**src/rtl/muldiv_pkg.sv**
```systemverilog
// Shared types and op decode helpers for the sequential multiply/divide unit.
package muldiv_pkg;

    localparam int unsigned MULDIV_DATA_WIDTH = 32;

    typedef enum logic [2:0] {
        OP_MUL    = 3'd0,
        OP_MULH   = 3'd1,
        OP_MULHSU = 3'd2,
        OP_MULHU  = 3'd3,
        OP_DIV    = 3'd4,
        OP_DIVU   = 3'd5,
        OP_REM    = 3'd6,
        OP_REMU   = 3'd7
    } muldiv_op_t;

    typedef enum logic [1:0] {
        IDLE = 2'd0,
        CALC = 2'd1,
        FIX  = 2'd2,
        DONE = 2'd3
    } muldiv_state_t;

    function automatic logic op_is_div(input muldiv_op_t o);
        unique case (o)
            OP_DIV, OP_DIVU, OP_REM, OP_REMU: return 1'b1;
            default:                          return 1'b0;
        endcase
    endfunction

    function automatic logic op_a_signed(input muldiv_op_t o);
        unique case (o)
            OP_MUL, OP_MULH, OP_MULHSU, OP_DIV, OP_REM: return 1'b1;
            default:                                    return 1'b0;
        endcase
    endfunction

    function automatic logic op_b_signed(input muldiv_op_t o);
        unique case (o)
            OP_MUL, OP_MULH, OP_DIV, OP_REM: return 1'b1;
            default:                         return 1'b0;
        endcase
    endfunction

endpackage

```
**src/rtl/muldiv_seq.sv**
```systemverilog
// Sequential radix-2 multiplier / restoring divider on unsigned magnitudes,
// with sign fix-up. One 2*DATA_WIDTH accumulator and one adder are shared.
module muldiv_seq
    import muldiv_pkg::*;
#(
    parameter int unsigned DATA_WIDTH = MULDIV_DATA_WIDTH,
    parameter int unsigned ITER       = DATA_WIDTH
) (
    input  logic                  clk,
    input  logic                  rst_n,
    input  logic                  start,
    input  logic [2:0]            op,
    input  logic [DATA_WIDTH-1:0] src_a,
    input  logic [DATA_WIDTH-1:0] src_b,
    input  logic                  flush,
    output logic                  busy,
    output logic                  done,
    output logic [DATA_WIDTH-1:0] result
);

    localparam int unsigned W  = DATA_WIDTH;
    localparam int unsigned AW = DATA_WIDTH + 2;
    localparam int unsigned CW = $clog2(ITER + 1);

    muldiv_state_t  state_q, state_d;
    muldiv_op_t     op_q, op_in;
    logic [2*W-1:0] acc_q, acc_step;
    logic [W-1:0]   opnd_q, result_q;
    logic [CW-1:0]  cnt_q, cnt_d;
    logic           neg_q, neg_a_q, dz_q, skip_q;

    logic           accept;
    logic           a_neg, b_neg, in_div, in_dz, in_ovf;
    logic [W-1:0]   a_mag, b_mag, acc_hi, acc_lo;
    logic [AW-1:0]  add_x, add_y, add_sum;
    logic           add_inv, add_cin;
    logic [W-1:0]   fix_sel, fix_val;
    logic           fix_neg, fix_hi;

    assign accept = (state_q == IDLE) && start && !flush;
    assign acc_hi = acc_q[2*W-1:W];
    assign acc_lo = acc_q[W-1:0];

    // Operand decode at request time: magnitudes and the divide short-cuts.
    always_comb begin
        op_in  = muldiv_op_t'(op);
        a_neg  = op_a_signed(op_in) & src_a[W-1];
        b_neg  = op_b_signed(op_in) & src_b[W-1];
        a_mag  = a_neg ? -src_a : src_a;
        b_mag  = b_neg ? -src_b : src_b;
        in_div = op_is_div(op_in);
        in_dz  = in_div && (src_b == '0);
        in_ovf = in_div && op_b_signed(op_in) && (src_a == {1'b1, {(W-1){1'b0}}})
                 && (src_b == '1);
    end

    // Output selection in FIX: which half/quotient/remainder and whether to negate.
    always_comb begin
        fix_sel = '0;
        fix_neg = 1'b0;
        fix_hi  = 1'b0;
        unique case (op_q)
            OP_MUL: begin
                fix_sel = acc_lo;
                fix_neg = neg_q;
            end
            OP_MULH, OP_MULHSU, OP_MULHU: begin
                fix_sel = acc_hi;
                fix_neg = neg_q;
                fix_hi  = 1'b1;
            end
            OP_DIV, OP_DIVU: begin
                fix_sel = dz_q ? '1 : acc_lo;
                fix_neg = neg_q & ~dz_q;
            end
            OP_REM, OP_REMU: begin
                // Divide by zero leaves the dividend magnitude in the low half.
                fix_sel = dz_q ? acc_lo : acc_hi;
                fix_neg = neg_a_q;
            end
            default: ;
        endcase
    end

    // Shared adder operand steering: multiply add, divide trial subtract, FIX negate.
    always_comb begin
        add_x   = '0;
        add_y   = '0;
        add_inv = 1'b0;
        add_cin = 1'b0;
        if (state_q == FIX) begin
            if (fix_hi) begin
                // High half of -P is ~hi plus the carry out of negating lo.
                add_x   = {2'b00, ~fix_sel};
                add_cin = (acc_lo == '0);
            end else begin
                add_y   = {2'b00, fix_sel};
                add_inv = 1'b1;
                add_cin = 1'b1;
            end
        end else if (state_q == CALC) begin
            if (op_is_div(op_q)) begin
                add_x   = {1'b0, acc_q[2*W-1:W-1]};
                add_y   = {2'b00, opnd_q};
                add_inv = 1'b1;
                add_cin = 1'b1;
            end else begin
                add_x = {2'b00, acc_hi};
                add_y = {2'b00, opnd_q};
            end
        end
    end

    assign add_sum = add_x + (add_inv ? ~add_y : add_y) + AW'(add_cin);

    // One radix-2 iteration of the accumulator, and the sign-corrected result.
    always_comb begin
        if (op_is_div(op_q)) begin
            acc_step = add_sum[W+1] ? {acc_q[2*W-2:0], 1'b0}
                                    : {add_sum[W-1:0], acc_q[W-2:0], 1'b1};
        end else begin
            acc_step = acc_q[0] ? {add_sum[W:0], acc_q[W-1:1]} : {1'b0, acc_q[2*W-1:1]};
        end
        fix_val = fix_neg ? add_sum[W-1:0] : fix_sel;
    end

    // State register.
    always_ff @(posedge clk or negedge rst_n) begin
        if (!rst_n) begin
            state_q <= IDLE;
            cnt_q   <= '0;
        end else begin
            state_q <= state_d;
            cnt_q   <= cnt_d;
        end
    end

    // Next-state logic; flush overrides everything.
    always_comb begin
        state_d = state_q;
        unique case (state_q)
            IDLE: if (accept) state_d = CALC;
            CALC: if (skip_q || (cnt_q == CW'(ITER - 1))) state_d = FIX;
            FIX:  state_d = DONE;
            DONE: state_d = IDLE;
            default: state_d = IDLE;
        endcase
        if (flush) state_d = IDLE;
        cnt_d = (state_q == CALC && state_d == CALC) ? cnt_q + 1'b1 : '0;
    end

    // FSM outputs.
    always_comb begin
        busy = (state_q == CALC) || (state_q == FIX);
        done = (state_q == DONE);
    end

    // Datapath registers: latch on accept, iterate in CALC, publish in FIX.
    always_ff @(posedge clk or negedge rst_n) begin
        if (!rst_n) begin
            op_q     <= OP_MUL;
            acc_q    <= '0;
            opnd_q   <= '0;
            neg_q    <= 1'b0;
            neg_a_q  <= 1'b0;
            dz_q     <= 1'b0;
            skip_q   <= 1'b0;
            result_q <= '0;
        end else begin
            if (accept) begin
                op_q    <= op_in;
                opnd_q  <= in_div ? b_mag : a_mag;
                acc_q   <= in_div ? {{W{1'b0}}, a_mag} : {{W{1'b0}}, b_mag};
                neg_q   <= a_neg ^ b_neg;
                neg_a_q <= a_neg;
                dz_q    <= in_dz;
                skip_q  <= in_dz | in_ovf;
            end else if (state_q == CALC && !skip_q && !flush) begin
                acc_q <= acc_step;
            end
            if (state_q == FIX && !flush) begin
                result_q <= fix_val;
            end
        end
    end

    assign result = result_q;

endmodule

```
**config.mk**
```make
export PLATFORM = sky130hd
export DESIGN_NAME = muldiv_seq
export DESIGN_NICKNAME = d
export VERILOG_FILES = /design/src/rtl/muldiv_pkg.sv /design/src/rtl/muldiv_seq.sv
export SDC_FILE = /design/constraint.sdc
export NUM_CORES = 1
export LEC_CHECK = 0
export ABC_CLOCK_PERIOD_IN_PS = 8200
export CAP_MARGIN = 25
export CORE_UTILIZATION = 40
export DETAILED_ROUTE_END_ITERATION = 6
export PLACE_DENSITY = 0.7
export SLEW_MARGIN = 20
export SYNTH_ARGS = -nofsm -noshare
export SYNTH_HDL_FRONTEND = slang
export SYNTH_SLANG_ARGS = --single-unit
```
**constraint.sdc**
```tcl
create_clock -name clk -period 8.2 [get_ports clk]
set_input_delay 1.23 -clock clk [delete_from_list [all_inputs] [get_ports clk]]
set_output_delay 1.23 -clock clk [all_outputs]
set_load 0.005 [all_outputs]
```
# Word-level counts from Yosys, hierarchy flattened
# Cells that the tools add are included.
totals:
  in_bits: 71
  wordCells: 111
  reg_bits: 143
  out_inout_bits: 34
classes:
  bitwise_logic: 8
  addsub: 5
  eq_ne: 20
  reduce_logical: 28
  mux: 40
ops:
  columns: ["op", "n"]
  rows:
  - ["32-bit 2-to-1 mux", 10]
  - ["64-bit 2-to-1 mux", 5]
  - ["32-bit case mux with 4 select lines", 1]
  - ["34-bit 2-to-1 mux", 3]
  - ["33-bit 2-to-1 mux", 2]
  - ["32-bit equality test (second input constant)", 2]
  - ["32-bit logical NOT", 2]
  - ["32-bit negator", 2]
  - ["34-bit by 1-bit adder with 34-bit output", 1]
  - ["34-bit adder", 1]
  - ["34-bit NOT", 1]
  - ["32-bit NOT", 1]
  - ["3-bit equality test (second input constant)", 8]
  - ["4-bit OR reduction", 4]
  - ["1-bit 2-to-1 mux", 13]
  - ["1-bit logical AND", 10]
  - ["3-bit by 2-bit equality test with 1-bit output (second input constant)", 3]
  - ["2-bit case mux with 4 select lines", 1]
  - ["6-bit by 1-bit adder with 6-bit output (second input constant)", 1]
  - ["3-bit by 1-bit equality test with 1-bit output (second input constant)", 2]
  - ["6-bit by 5-bit equality test with 1-bit output (second input constant)", 1]
  - ["3-bit logical NOT", 2]
  - ["2-bit 2-to-1 mux", 3]
  - ["6-bit 2-to-1 mux", 1]
  - ["14 further kinds", 21]

# Logic depth before layout (Yosys ltp)
# Gate-level depths: netlist of run 1.
logic_depth:
  word_depth: 15
  depth_mapped: 22
  mapped_depth_nobuf: 18

# Worst setup path after synthesis of run 1
# No wires, ideal clock.
synth_path:
  path_type: "register to register"
  from: "reg op_q[2]"
  to: "reg acc_q[51]"
  n_path_buf: 4
  stages_incl_launch_ff: 17
  required_time_ps: 8074
  slack_ps: 3593
  synth_period_minus_slack_ps: 4607
  setup_ps: 126
  t_arrival_ps: 4481
  path_cell_list: "dfrtp_1 -> clkbuf_1 -> buf_1 -> clkbuf_1 -> clkbuf_1 -> a31oi_1 -> fa_1 -> fa_1 -> nor2b_1 -> o2111ai_1 -> a31oi_1 -> o211ai_2 -> a2111oi_0 -> nor3_1 -> xnor2_1 -> mux2_2 -> a221o_1"
synth_via:
  elab_chain_cells: 15
  word_cells_on_any_way: 39
  classes_between: "add/sub (2); eq/ne (7); mux (23); bitwise (2); reduce/logical (5)"
synth_rtl:
  columns: ["element", "line", "rtl"]
  rows:
  - ["start: declaration", "muldiv_seq.sv:26", "muldiv_op_t op_q, op_in;"]
  - ["start signal: assignment", "muldiv_seq.sv:171", "op_q <= op_in;"]
  - ["3-bit equality test", "muldiv_pkg.sv:25, muldiv_seq.sv:62", null]
  - ["4-bit OR reduction", "muldiv_pkg.sv:25", "unique case (o)"]
  - ["1-bit 2-to-1 mux", "muldiv_pkg.sv:25", null]
  - ["1-bit 2-to-1 mux", "muldiv_seq.sv:101", "end else if (state_q == CALC) begin"]
  - ["1-bit 2-to-1 mux", "muldiv_seq.sv:91", "if (state_q == FIX) begin"]
  - ["1-bit 2-to-1 mux", "muldiv_seq.sv:102", "if (op_is_div(op_q)) begin"]
  - ["1-bit 2-to-1 mux", "muldiv_seq.sv:101", null]
  - ["1-bit 2-to-1 mux", "muldiv_seq.sv:91", null]
  - ["34-bit 2-to-1 mux", "muldiv_seq.sv:114", "assign add_sum = add_x + (add_inv ? ~add_y : add_y) + AW'(add_cin);"]
  - ["34-bit adder", "muldiv_seq.sv:114", null]
  - ["34-bit by 1-bit adder with 34-bit output", "muldiv_seq.sv:114", null]
  - ["64-bit 2-to-1 mux (on tied branches)", "muldiv_seq.sv:122, muldiv_seq.sv:119", null]
  - ["64-bit 2-to-1 mux (*)", "muldiv_seq.sv:118", "if (op_is_div(op_q)) begin"]
  - ["64-bit 2-to-1 mux (*)", "muldiv_seq.sv:178", "end else if (state_q == CALC && !skip_q && !flush) begin"]
  - ["64-bit 2-to-1 mux (*)", "muldiv_seq.sv:170", "if (accept) begin"]
  - ["end signal: assignment", "muldiv_seq.sv:173", "acc_q <= in_div ? {{W{1'b0}}, a_mag} : {{W{1'b0}}, b_mag};"]
  - ["end signal: assignment", "muldiv_seq.sv:179", "acc_q <= acc_step;"]
  - ["end: declaration", "muldiv_seq.sv:27", "logic [2*W-1:0] acc_q, acc_step;"]
# Every way passes the cells marked *; elsewhere a longest branch is shown, timed or not. The select of a mux whose other input is x is not followed.
# A chain may end at the register's enable or synchronous reset.

# Worst setup path in the final report of run 1
layout_path:
  from: "reg state_q[0]"
  to: "reg acc_q[47]"
layout_via:
  elab_chain_cells: 11
  word_cells_on_any_way: 24
  classes_between: "add/sub (2); eq/ne (2); mux (13); bitwise (1); reduce/logical (6)"
layout_rtl:
  columns: ["element", "line", "rtl"]
  rows:
  - ["start: declaration", "muldiv_seq.sv:25", "muldiv_state_t state_q, state_d;"]
  - ["start signal: assignment", "muldiv_seq.sv:133", "state_q <= state_d;"]
  - ["2-bit by 1-bit equality test with 1-bit output", "muldiv_seq.sv:101, muldiv_seq.sv:178", null]
  - ["32-bit 2-to-1 mux", "muldiv_seq.sv:101", null]
  - ["34-bit 2-to-1 mux", "muldiv_seq.sv:91", null]
  - ["34-bit NOT", "muldiv_seq.sv:114", null]
  - ["34-bit 2-to-1 mux", "muldiv_seq.sv:114", null]
  - ["34-bit adder", "muldiv_seq.sv:114", null]
  - ["34-bit by 1-bit adder with 34-bit output", "muldiv_seq.sv:114", null]
  - ["64-bit 2-to-1 mux (on tied branches)", "muldiv_seq.sv:122, muldiv_seq.sv:119", null]
  - ["64-bit 2-to-1 mux", "muldiv_seq.sv:118", null]
  - ["64-bit 2-to-1 mux", "muldiv_seq.sv:178", null]
  - ["64-bit 2-to-1 mux", "muldiv_seq.sv:170", null]
# Several ways; a longest one is shown, not always the timed one. The select of a mux whose other input is x is not followed.

==> reports/qor.csv, run 1 <==
stage;metric;value;unit
power;p_total;6410;uW
clock_tree;cts_max_level;4;
logic_synthesis;synth_nets;1793;
place;place.gp.congestion;0.980;
critical_path;path_cells;inv_1 -> ha_1 -> o21a_1 -> a21oi_2 -> buf_4 -> inv_2 -> o21ai_0 -> ha_1 -> o211ai_1 -> a21oi_1 -> a21oi_1 -> o21a_1 -> o211ai_1 -> xnor2_2 -> buf_4 -> mux2i_1 -> nor2_1 -> a221o_1;
grt;track_usage;0.259;
critical_path;rr_startpoint;state_q[0];
logic_synthesis;synth_top_area_share;0.282;
floorplan;core_region_area;30900;sq um
critical_path;r2r_end;acc_q[47];
logic_synthesis;synth-edff-count;0;
detailed_routing;drtIter0Drc;1491;
finish;syn2layout_area_growth;14.7;%
clock_tree;cts_tree;done;
logic_synthesis;ys_async_sr_fraction;1.00;
logic_synthesis;synth_ff_type;dfrtp_1;
detailed_routing;vias_per_cell;6.08;
logic_synthesis;syn_area;12700;sq um
floorplan;boundaryPins;105;
grt;grtUsageMet3;0.0499;
timing;setup-violations-final;0;
clock_tree;clkLatencyLatePin;450;ps
floorplan;initial_core_util;0.410;
timing;post-route-min-period;6280;ps
place;placed_cell_area;14000;sq um
power;power_frac_comb;0.665;
timing;finalCritPeriodShare;0.766;
logic_synthesis;synth.largest_area_cell;dfrtp_1;
hold_path;min-delay-path-class;flip-flop to flip-flop;
timing;worst_pin_slew;1060;ps
finish;fillCellCount;3066;
clock_tree;clk_pin_slew;70;ps
power;clkPwrFrac;0.118;
floorplan;die_h;180;microns
hold_path;min_from;cnt_q[0];
grt;grt_use_met1;0.381;
finish;final_util;0.471;
floorplan;die_w;180;microns
place;dpl.hpwl;30800;microns
timing;maxSlewHeadroom;0.294;
logic_synthesis;syn_avg_cell_area;7.55;sq um
detailed_routing;routed_wl;42200;microns
clock_tree;post_cts_resized;0;
power;swShare;0.522;
grt;use_met2;0.382;
floorplan;rows;64;
critical_path;criticalPathCategory;flip-flop to flip-flop;
logic_synthesis;yosysSeqAreaShare;0.282;
grt;grt_pass1_vias;11916;
logic_synthesis;synth_area_leaders;dfrtp_1, nand2_1, a21oi_1, mux2i_1, o21ai_0;
clock_tree;clockBufferDepth;2;
critical_path;critPathArrivalTime;6610;ps
power;switching_power;3340;uW
place;port_buffers;104;
grt;grt_busiest_layer;met2;
logic_synthesis;syn_inst;1680;
detailed_routing;drc_errors;1;
outcome;outcome;complete, but fails checks;
critical_path;crit_slowest_cell;o21a_1;
grt;grt_pass1_wl;66900;microns
detailed_routing;ant_nets;0;
grt;antenna_found_initial;0;
clock_tree;cts.sinks;143;
clock_tree;cts-root-buf;clkbuf_16;
finish;num_antenna_cells;0;
floorplan;dieArea;32400;sq um
critical_path;reg2reg_depth;18;
timing;skew;15.5;ps
power;ir_worst_vdd;0.190;mV
grt;grt.overflow.total;0;
power;power.density;440;nW/um^2
finish;drive_gt1_frac;0.0627;
logic_synthesis;yosys_warnings;0;
power;p_leak;0.00601;uW
critical_path;critical-path-max-stage-delay;850;ps
logic_synthesis;synth.distinct_cells;80;
finish;fin_nets;1824;
critical_path;critPathLaunchType;flip-flop;
timing;hold_ws;461;ps
detailed_routing;drtPass1Iterations;7;
critical_path;cp_max_fo;30;
timing;rsz0062_at_grt;no;
clock_tree;cts_setup_buffers;0;
timing;setup-tns-final;0;ps
detailed_routing;route.vias.total;12867;
hold_path;whs_endpoint;cnt_q[0];
outcome;violations;DRC;
timing;slew_violations;0;
grt;grt_max_degree;97;
timing;finalHoldViolations;0;
finish;final_area;14500;sq um
detailed_routing;wl_per_cell;19.9;microns
logic_synthesis;ys_seq_elements;143;
clock_tree;cts_buffers;17;
critical_path;end_kind;flip-flop;
power;p_seq_frac;0.217;
critical_path;crit_required;8530;ps
critical_path;r2r_slack;1920;ps
hold_path;min_path_cells;1;
timing;fmax;159;MHz
power;p_int;3060;uW
clock_tree;cts_hold_buf;0;
job;maxCapViolCount;0;
-- cell usage in the layout, fill, tap and decap left out, drive strengths merged, types with 6 or more instances in the layout --
master         netlist  layout
nor2               117     117
nand2              284     284
clkbuf              98      18
ha                  40      40
nand3               19      19
nor2b               10      10
xnor2               77      77
a211oi              16      16
nand4               15      15
o21a                10      10
inv                 33      36
o211ai              21      21
a21oi              204     204
xor2                31      31
o22ai               21      21
o21ai              188     188
o31ai               11      11
and2                 8       8
and3                 6       6
buf                 17      25
a22oi               13      13
or3                 11      11
or2                  7       7
nor4                22      22
mux2i               85      85
nor3                22      22
clkdlybuf4s50        0     102
nand2b               9       9
a31oi               15      15
mux2                22      22
o221ai              34      34
dfrtp              143     143
a21o                 8       8
clkinv               1       7
-- logic make-up after synthesis --
kind of cell / after synthesis / share of synthesized area
XOR/XNOR: 108 / 0.0746
adder cells (fa/ha/maj): 42 / 0.0426
buffers and inverters: 149 / 0.0458
AND/OR/NAND/NOR: 545 / 0.191
flip-flops: 143 / 0.282
multiplexers: 107 / 0.0866
AO/OA/AOI/OAI: 586 / 0.277
-- final cells by class --
class | count | area [sq um] | share of cell area
clock buffer | 18 | 429 | 0.0295
inverter | 34 | 128 | 0.00877
sequential | 143 | 3580 | 0.246
multi-input combinational | 1388 | 8560 | 0.589
clock inverter | 12 | 113 | 0.00774
timing repair buffer | 127 | 1240 | 0.0851
tap | 396 | 495 | 0.0341
-- state kept, by name (all words and copies together), names as in the netlist --
register / cells
acc_q: 64
cnt_q: 6
dz_q: 1
neg_a_q: 1
neg_q: 1
op_q: 3
opnd_q: 32
result: 32
skip_q: 1
state_q: 2
-- worst max-delay path: cells and delay by family (launching register included) --
family	cells	cell delay (ps)
AO/OA/AOI/OAI	9	2540
buffers and inverters	4	1520
adder cells (fa/ha/maj)	2	770
XOR/XNOR	1	580
flip-flops	1	420
multiplexers	1	240
AND/OR/NAND/NOR	1	60
-- synthesized netlist by cell type, drive strengths merged, types with 3 or more instances --
library cell	instances
nor4	22
a31oi	15
o22ai	21
o41ai	3
nand2b	9
o221ai	34
nand4	15
o221a	3
a21boi	4
nor2	117
o21a	10
dfrtp	143
mux2	22
nor2b	10
and2	8
a2111oi	3
or3	11
a211oi	16
o31ai	11
nand2	284
a21o	8
o21bai	5
a32oi	3
nand3	19
or4	5
a221o	5
a22oi	13
a21oi	204
o211ai	21
buf	17
o21ai	188
clkbuf	98
xor2	31
nor3	22
or2	7
inv	33
mux2i	85
xnor2	77
ha	40
and3	6
-- metrics by stage --
step	worst slack (ps)	std cells
CTS	2000	2118
global placement	2220	2086
global route	1670	2118
floorplan	3590	1680
detailed placement	2020	2088
finish	1920	2118
-- per-layer routing --
layer | part of all wire | wire (microns) | vias to the layer above
met3 | 0.088 | 3730 | 65
met5 | 0 | 0 | -
met4 | 0.022 | 920 | 0
li1 | - | - | 6143
met2 | 0.42 | 17800 | 642
met1 | 0.47 | 19700 | 6017
-- power by group through the flow --
stage               Sequential, uW  Clock [uW]  Combinational (uW)
floorplan                     1210           0                3040
global placement              1370           0                4100
detailed placement            1380           0                4140
CTS                           1370         758                4180
global route                  1420         790                4640
finish                        1390         754                4260
-- worst max-delay path by stage --
stage                            to  startpoint  cells past startpoint
after floorplan           acc_q[51]     op_q[2]                     16
after global placement    acc_q[62]  state_q[0]                     18
after detailed placement  acc_q[62]  state_q[0]                     18
after CTS                 acc_q[56]  state_q[0]                     18
after global routing      acc_q[56]  state_q[0]                     18
final                     acc_q[47]  state_q[0]                     18
No activity file was read; power rests on OpenSTA's default activity.
==> inputs of run 2 (changes only) <==
Settings changed: ABC_CLOCK_PERIOD_IN_PS 8200 to 6400.
Clock period 8.2 ns to 6.4 ns, I/O delays scaled along.
==> reports/qor.csv, run 2 (synthesis results as in run 1) <==
stage;metric;value;unit;change
critical_path;crit_required;6730;ps;-1800 ps
clock_tree;cts_setup_buffers;0;;unchanged
timing;slew_violations;0;;unchanged
critical_path;critPathArrivalTime;6120;ps;-490 ps
critical_path;cp_max_fo;41;;+37%
power;ir_worst_vdd;0.299;mV;+57%
clock_tree;clockBufferDepth;2;;unchanged
grt;track_usage;0.264;;+0.00472
grt;grt_max_degree;86;;-11%
clock_tree;clk_pin_slew;70;ps;about the same
detailed_routing;vias_per_cell;6.08;;about the same
clock_tree;clkLatencyLatePin;450;ps;about the same
finish;syn2layout_area_growth;15.8;%;
timing;worst_pin_slew;980;ps;-76.7 ps
timing;skew;11.6;ps;-3.85 ps
finish;num_antenna_cells;0;;unchanged
finish;final_util;0.475;;+0.00429
critical_path;crit_start;op_q[2];;
detailed_routing;ant_nets;0;;unchanged
finish;final_common_cell;nand2_1;;
finish;regMostFlops;acc_q;;
floorplan;die_w;180;microns;unchanged
floorplan;initial_core_util;0.410;;unchanged
floorplan;core_region_area;30900;sq um;unchanged
critical_path;criticalPathCategory;flip-flop to flip-flop;;
critical_path;end_kind;flip-flop;;
floorplan;dieArea;32400;sq um;unchanged
grt;antenna_found_initial;0;;unchanged
finish;final_cell_mix;nand2_1, a21oi_1, dfrtp_1;;
finish;drive_gt1_frac;0.0649;;+0.00217
timing;rsz0062_at_grt;no;;
hold_path;min-delay-path-class;flip-flop to flip-flop;;
detailed_routing;drc_errors;0;;-1
outcome;outcome;completed;;
floorplan;rows;64;;unchanged
place;port_buffers;104;;unchanged
finish;largest_reg_flops;64;;unchanged
detailed_routing;wl_per_cell;20.2;microns;+1.4%
clock_tree;cts-root-buf;clkbuf_16;;
clock_tree;cts_tree;done;;
detailed_routing;routed_wl;42900;microns;+1.6%
job;maxCapViolCount;0;;unchanged
clock_tree;post_cts_resized;0;;unchanged
clock_tree;cts_buffers;17;;unchanged
timing;fmax;173;MHz;+8.4%
critical_path;reg2reg_depth;17;;-1
finish;fin_nets;1826;;+0.11%
timing;finalHoldViolations;0;;unchanged
timing;setup-violations-final;0;;unchanged
grt;grt_pass1_wl;67700;microns;+1.2%
timing;finalCritPeriodShare;0.905;;+0.139
detailed_routing;drtPass1Iterations;7;;unchanged
clock_tree;cts_hold_buf;0;;unchanged
timing;maxSlewHeadroom;0.346;;+0.0528
critical_path;endpoint;acc_q[62];;
hold_path;min_from;cnt_q[0];;
grt;grt.overflow.total;0;;unchanged
clock_tree;cts_max_level;4;;unchanged
critical_path;r2r_slack;610;ps;-1310 ps
grt;grt_pass1_vias;11964;;+0.40%
power;p_leak;0.00608;uW;+1.1%
floorplan;boundaryPins;105;;unchanged
critical_path;critPathLaunchType;flip-flop;;
power;power.density;571;nW/um^2;+30%
critical_path;rr_startpoint;op_q[2];;
place;place.gp.congestion;0.991;;+1.1%
floorplan;die_h;180;microns;unchanged
detailed_routing;drtIter0Drc;1563;;+4.8%
critical_path;r2r_end;acc_q[62];;
timing;post-route-min-period;5790;ps;-488 ps
detailed_routing;route.vias.total;12901;;+0.26%
clock_tree;cts.sinks;143;;unchanged
timing;setup-tns-final;0;ps;unchanged
place;dpl.hpwl;31000;microns;+0.48%
==> run 2: changes by cell type in the layout (fill, tap and decap cells not counted), sizes merged <==
cell,delta
buf,+2
bufinv,+3
clkbuf,+1
clkinv,-2
clkinvlp,-2
inv,+2
==> run 2: power by group <==
part	total [uW]	switching, uW	internal [uW]
clock network	1120	447	671
registers	1800	519	1280
logic	5460	3340	2120
==> run 2: worst min-delay path by stage <==
| stage | to | cells after the start |
|---|---|---|
| global placement | cnt_q[0] | 1 |
| finish | cnt_q[0] | 1 |
| global route | cnt_q[0] | 1 |
| floorplan | cnt_q[0] | 1 |
| detailed placement | cnt_q[0] | 1 |
| CTS | cnt_q[0] | 1 |
==> run 2: metrics by stage <==
step                      area, sq um  hold WS [ps]  instances  total power [uW]  worst slack [ps]
after detailed placement        14000           452       2090              7110               673
after CTS                       14700           460       2122              8260               646
after floorplan                 12700           433       1680              5440              1790
final                           14700           461       2122              8380               611
after global placement          14000           444       2089              7060               800
after global routing            14700           487       2122              8960               171
==> run 2: cell type report <==
cell class	count	area, sq um
timing repair buffer	129	1270
multi-input combinational	1388	8560
clock buffer	19	443
sequential	143	3580
inverter	34	128
tap	396	495
clock inverter	13	199
fill	3058	16200
==> run 2: worst max-delay path, stage by stage (launching register included) <==
cell and delay (ps):
dfrtp_4 660, nor2b_1 330, a211oi_1 100, a31oi_1 650, o22ai_1 230, o21ai_0 260
xnor2_1 120, fa_1 460, fa_1 420, nor2b_1 190, o2111ai_1 160, a31oi_1 470
o211ai_2 220, a2111oi_2 460, nor4b_1 170, or3b_1 430, a311oi_1 280, a21oi_1 60
==> run 2: routing by layer <==
layer | up-vias | share of wire | GRT usage
met5 | - | 0 | 0
met4 | 0 | 0.022 | 0.0793
met3 | 61 | 0.078 | 0.0477
met2 | 578 | 0.43 | 0.390
met1 | 6103 | 0.47 | 0.388
li1 | 6159 | - | -
==> inputs of run 3 (changes only) <==
Settings changed: CAP_MARGIN 25 to 20, CTS_CLUSTER_DIAMETER set to 100.
==> reports/qor.csv, run 3 (synthesis results as in run 1) <==
stage;metric;value;unit;change
power;p_leak;0.00604;uW;-0.62%
power;switching_power;4300;uW;about the same
power;p_int;3990;uW;-2.0%
finish;regArea;3580;sq um;unchanged
finish;multi_input_area;8560;sq um;unchanged
clock_tree;cts_setup_buffers;0;;unchanged
power;power_frac_comb;0.659;;+0.007
grt;grt_pass1_vias;11929;;-0.29%
power;power.density;568;nW/um^2;-0.45%
timing;finalHoldViolations;0;;unchanged
detailed_routing;drc_errors;0;;unchanged
finish;regMostFlops;acc_q;;
power;clkPwrFrac;0.125;;-0.009
finish;fillCellCount;3054;;-0.13%
timing;slew_violations;0;;unchanged
place;placed_cells;2089;;-0.048%
detailed_routing;routed_wl;42700;microns;-0.31%
clock_tree;post_cts_resized;0;;unchanged
timing;skew;11.4;ps;-0.266 ps
critical_path;critPathLaunchType;flip-flop;;
clock_tree;cts-root-buf;clkbuf_16;;
clock_tree;cts_hold_buf;0;;unchanged
clock_tree;clockBufferDepth;2;;unchanged
finish;num_antenna_cells;0;;unchanged
finish;final_cell_mix;nand2_1, a21oi_1, dfrtp_1;;
outcome;outcome;completed;;
timing;setup-violations-final;0;;unchanged
floorplan;core_region_area;30900;sq um;unchanged
floorplan;dieArea;32400;sq um;unchanged
floorplan;initial_core_util;0.410;;unchanged
detailed_routing;drtIter0Drc;1484;;-5.1%
critical_path;criticalPathCategory;flip-flop to flip-flop;;
finish;syn2layout_area_growth;15.2;%;
clock_tree;clkLatencyLatePin;450;ps;about the same
clock_tree;cts_buffers;17;;unchanged
floorplan;die_w;180;microns;unchanged
critical_path;crit_required;6730;ps;about the same
detailed_routing;drtPass1Iterations;7;;unchanged
grt;track_usage;0.263;;-0.000503
timing;worst_pin_slew;1180;ps;+205 ps
clock_tree;cts_tree;done;;
grt;grt_max_degree;86;;unchanged
clock_tree;clk_pin_slew;70;ps;about the same
floorplan;boundaryPins;105;;unchanged
finish;drive_gt1_frac;0.0643;;-0.000542
detailed_routing;wl_per_cell;20.1;microns;-0.26%
place;port_buffers;104;;unchanged
timing;fmax;172;MHz;-0.24%
power;p_seq_frac;0.216;;about the same
place;dpl.hpwl;30900;microns;-0.32%
place;place.gp.congestion;0.991;;unchanged
floorplan;rows;64;;unchanged
power;ir_worst_vdd;0.244;mV;-18%
critical_path;end_kind;flip-flop;;
grt;grt.overflow.total;0;;unchanged
finish;final_common_cell;nand2_1;;
critical_path;critPathArrivalTime;6130;ps;about the same
grt;grt_pass1_wl;67800;microns;about the same
timing;rsz0062_at_grt;no;;
job;maxCapViolCount;0;;unchanged
detailed_routing;route.vias.total;12941;;+0.31%
critical_path;cp_max_fo;26;;-37%
timing;maxSlewHeadroom;0.208;;-0.138
finish;largest_reg_flops;64;;unchanged
grt;antenna_found_initial;0;;unchanged
finish;fin_nets;1825;;-0.055%
clock_tree;cts.sinks;143;;unchanged
timing;post-route-min-period;5800;ps;+13.7 ps
detailed_routing;vias_per_cell;6.10;;+0.36%
power;swShare;0.519;;+0.00508
timing;setup-tns-final;0;ps;unchanged
clock_tree;cts_max_level;4;;unchanged
detailed_routing;ant_nets;0;;unchanged
hold_path;min-delay-path-class;flip-flop to flip-flop;;
timing;finalCritPeriodShare;0.907;;+0.00214
finish;final_cells;2121;;-0.047%
floorplan;die_h;180;microns;unchanged
-- run 3: cell types whose count changed in the layout (fill, tap and decap cells not counted), sizes merged --
cell,previous run,this run
clkinvlp,0,1
bufinv,4,2
inv,38,39
buf,27,26
-- run 3: critical path, stage by stage (launching register included) --
cell	delay, ps
dfrtp_1	420
inv_1	120
ha_1	460
o21a_1	210
buf_4	300
a21oi_2	80
inv_2	530
xnor2_1	200
fa_1	460
fa_1	420
nor2b_1	170
o2111ai_1	160
a31oi_1	500
o211ai_2	220
a2111oi_2	480
nor4b_1	170
or3b_1	440
a311oi_1	280
a21oi_1	60
-- run 3: path summary, 6_finish.rpt --
check | cells after the start | start | slack, ps | to
max reg2reg | 18 | state_q[0] | 600 | acc_q[62]
min reg2reg | 1 | cnt_q[0] | 470 | cnt_q[0]
min | 1 | cnt_q[0] | 470 | cnt_q[0]
min in group asynchronous | 1 | rst_n | 580 | acc_q[63]
max | 18 | state_q[0] | 600 | acc_q[62]
max in group asynchronous | 2 | rst_n | 4460 | acc_q[3]
-- run 3: per-stage QoR --
stage	util	setup slack, ps	cell area, sq um	hold WS [ps]	power, uW
after floorplan	-	1790	12700	433	5440
after global placement	0.453	800	14000	444	7060
after detailed placement	0.453	678	14000	456	7100
after CTS	0.473	656	14600	465	8190
after global routing	0.473	222	14600	504	8890
final	0.473	597	14600	469	8300
-- run 3: area by class of cell --
| type | count | share of cell area |
|---|---|---|
| Inverter | 34 | 0.00874 |
| Tap cell | 396 | 0.0339 |
| Clock buffer | 19 | 0.0303 |
| Timing Repair Buffer | 128 | 0.0851 |
| Clock inverter | 13 | 0.0104 |
| Sequential cell | 143 | 0.245 |
| Multi-Input combinational cell | 1388 | 0.586 |
-- run 3: routing by layer --
metal	vias up	global-route usage	wire (microns)
li1	6175	-	-
met1	6128	0.388	20000
met2	598	0.395	18500
met3	40	0.0453	3640
met4	0	0.0667	566
met5	-	0	0
-- run 3: power groups by stage --
| stage | Clock, uW | Sequential (uW) | Combinational (uW) |
|---|---|---|---|
| final | 1040 | 1790 | 5460 |
| after detailed placement | 0 | 1780 | 5320 |
| after global routing | 1080 | 1840 | 5980 |
| after global placement | 0 | 1770 | 5280 |
| after CTS | 1050 | 1770 | 5370 |
| after floorplan | 0 | 1550 | 3900 |
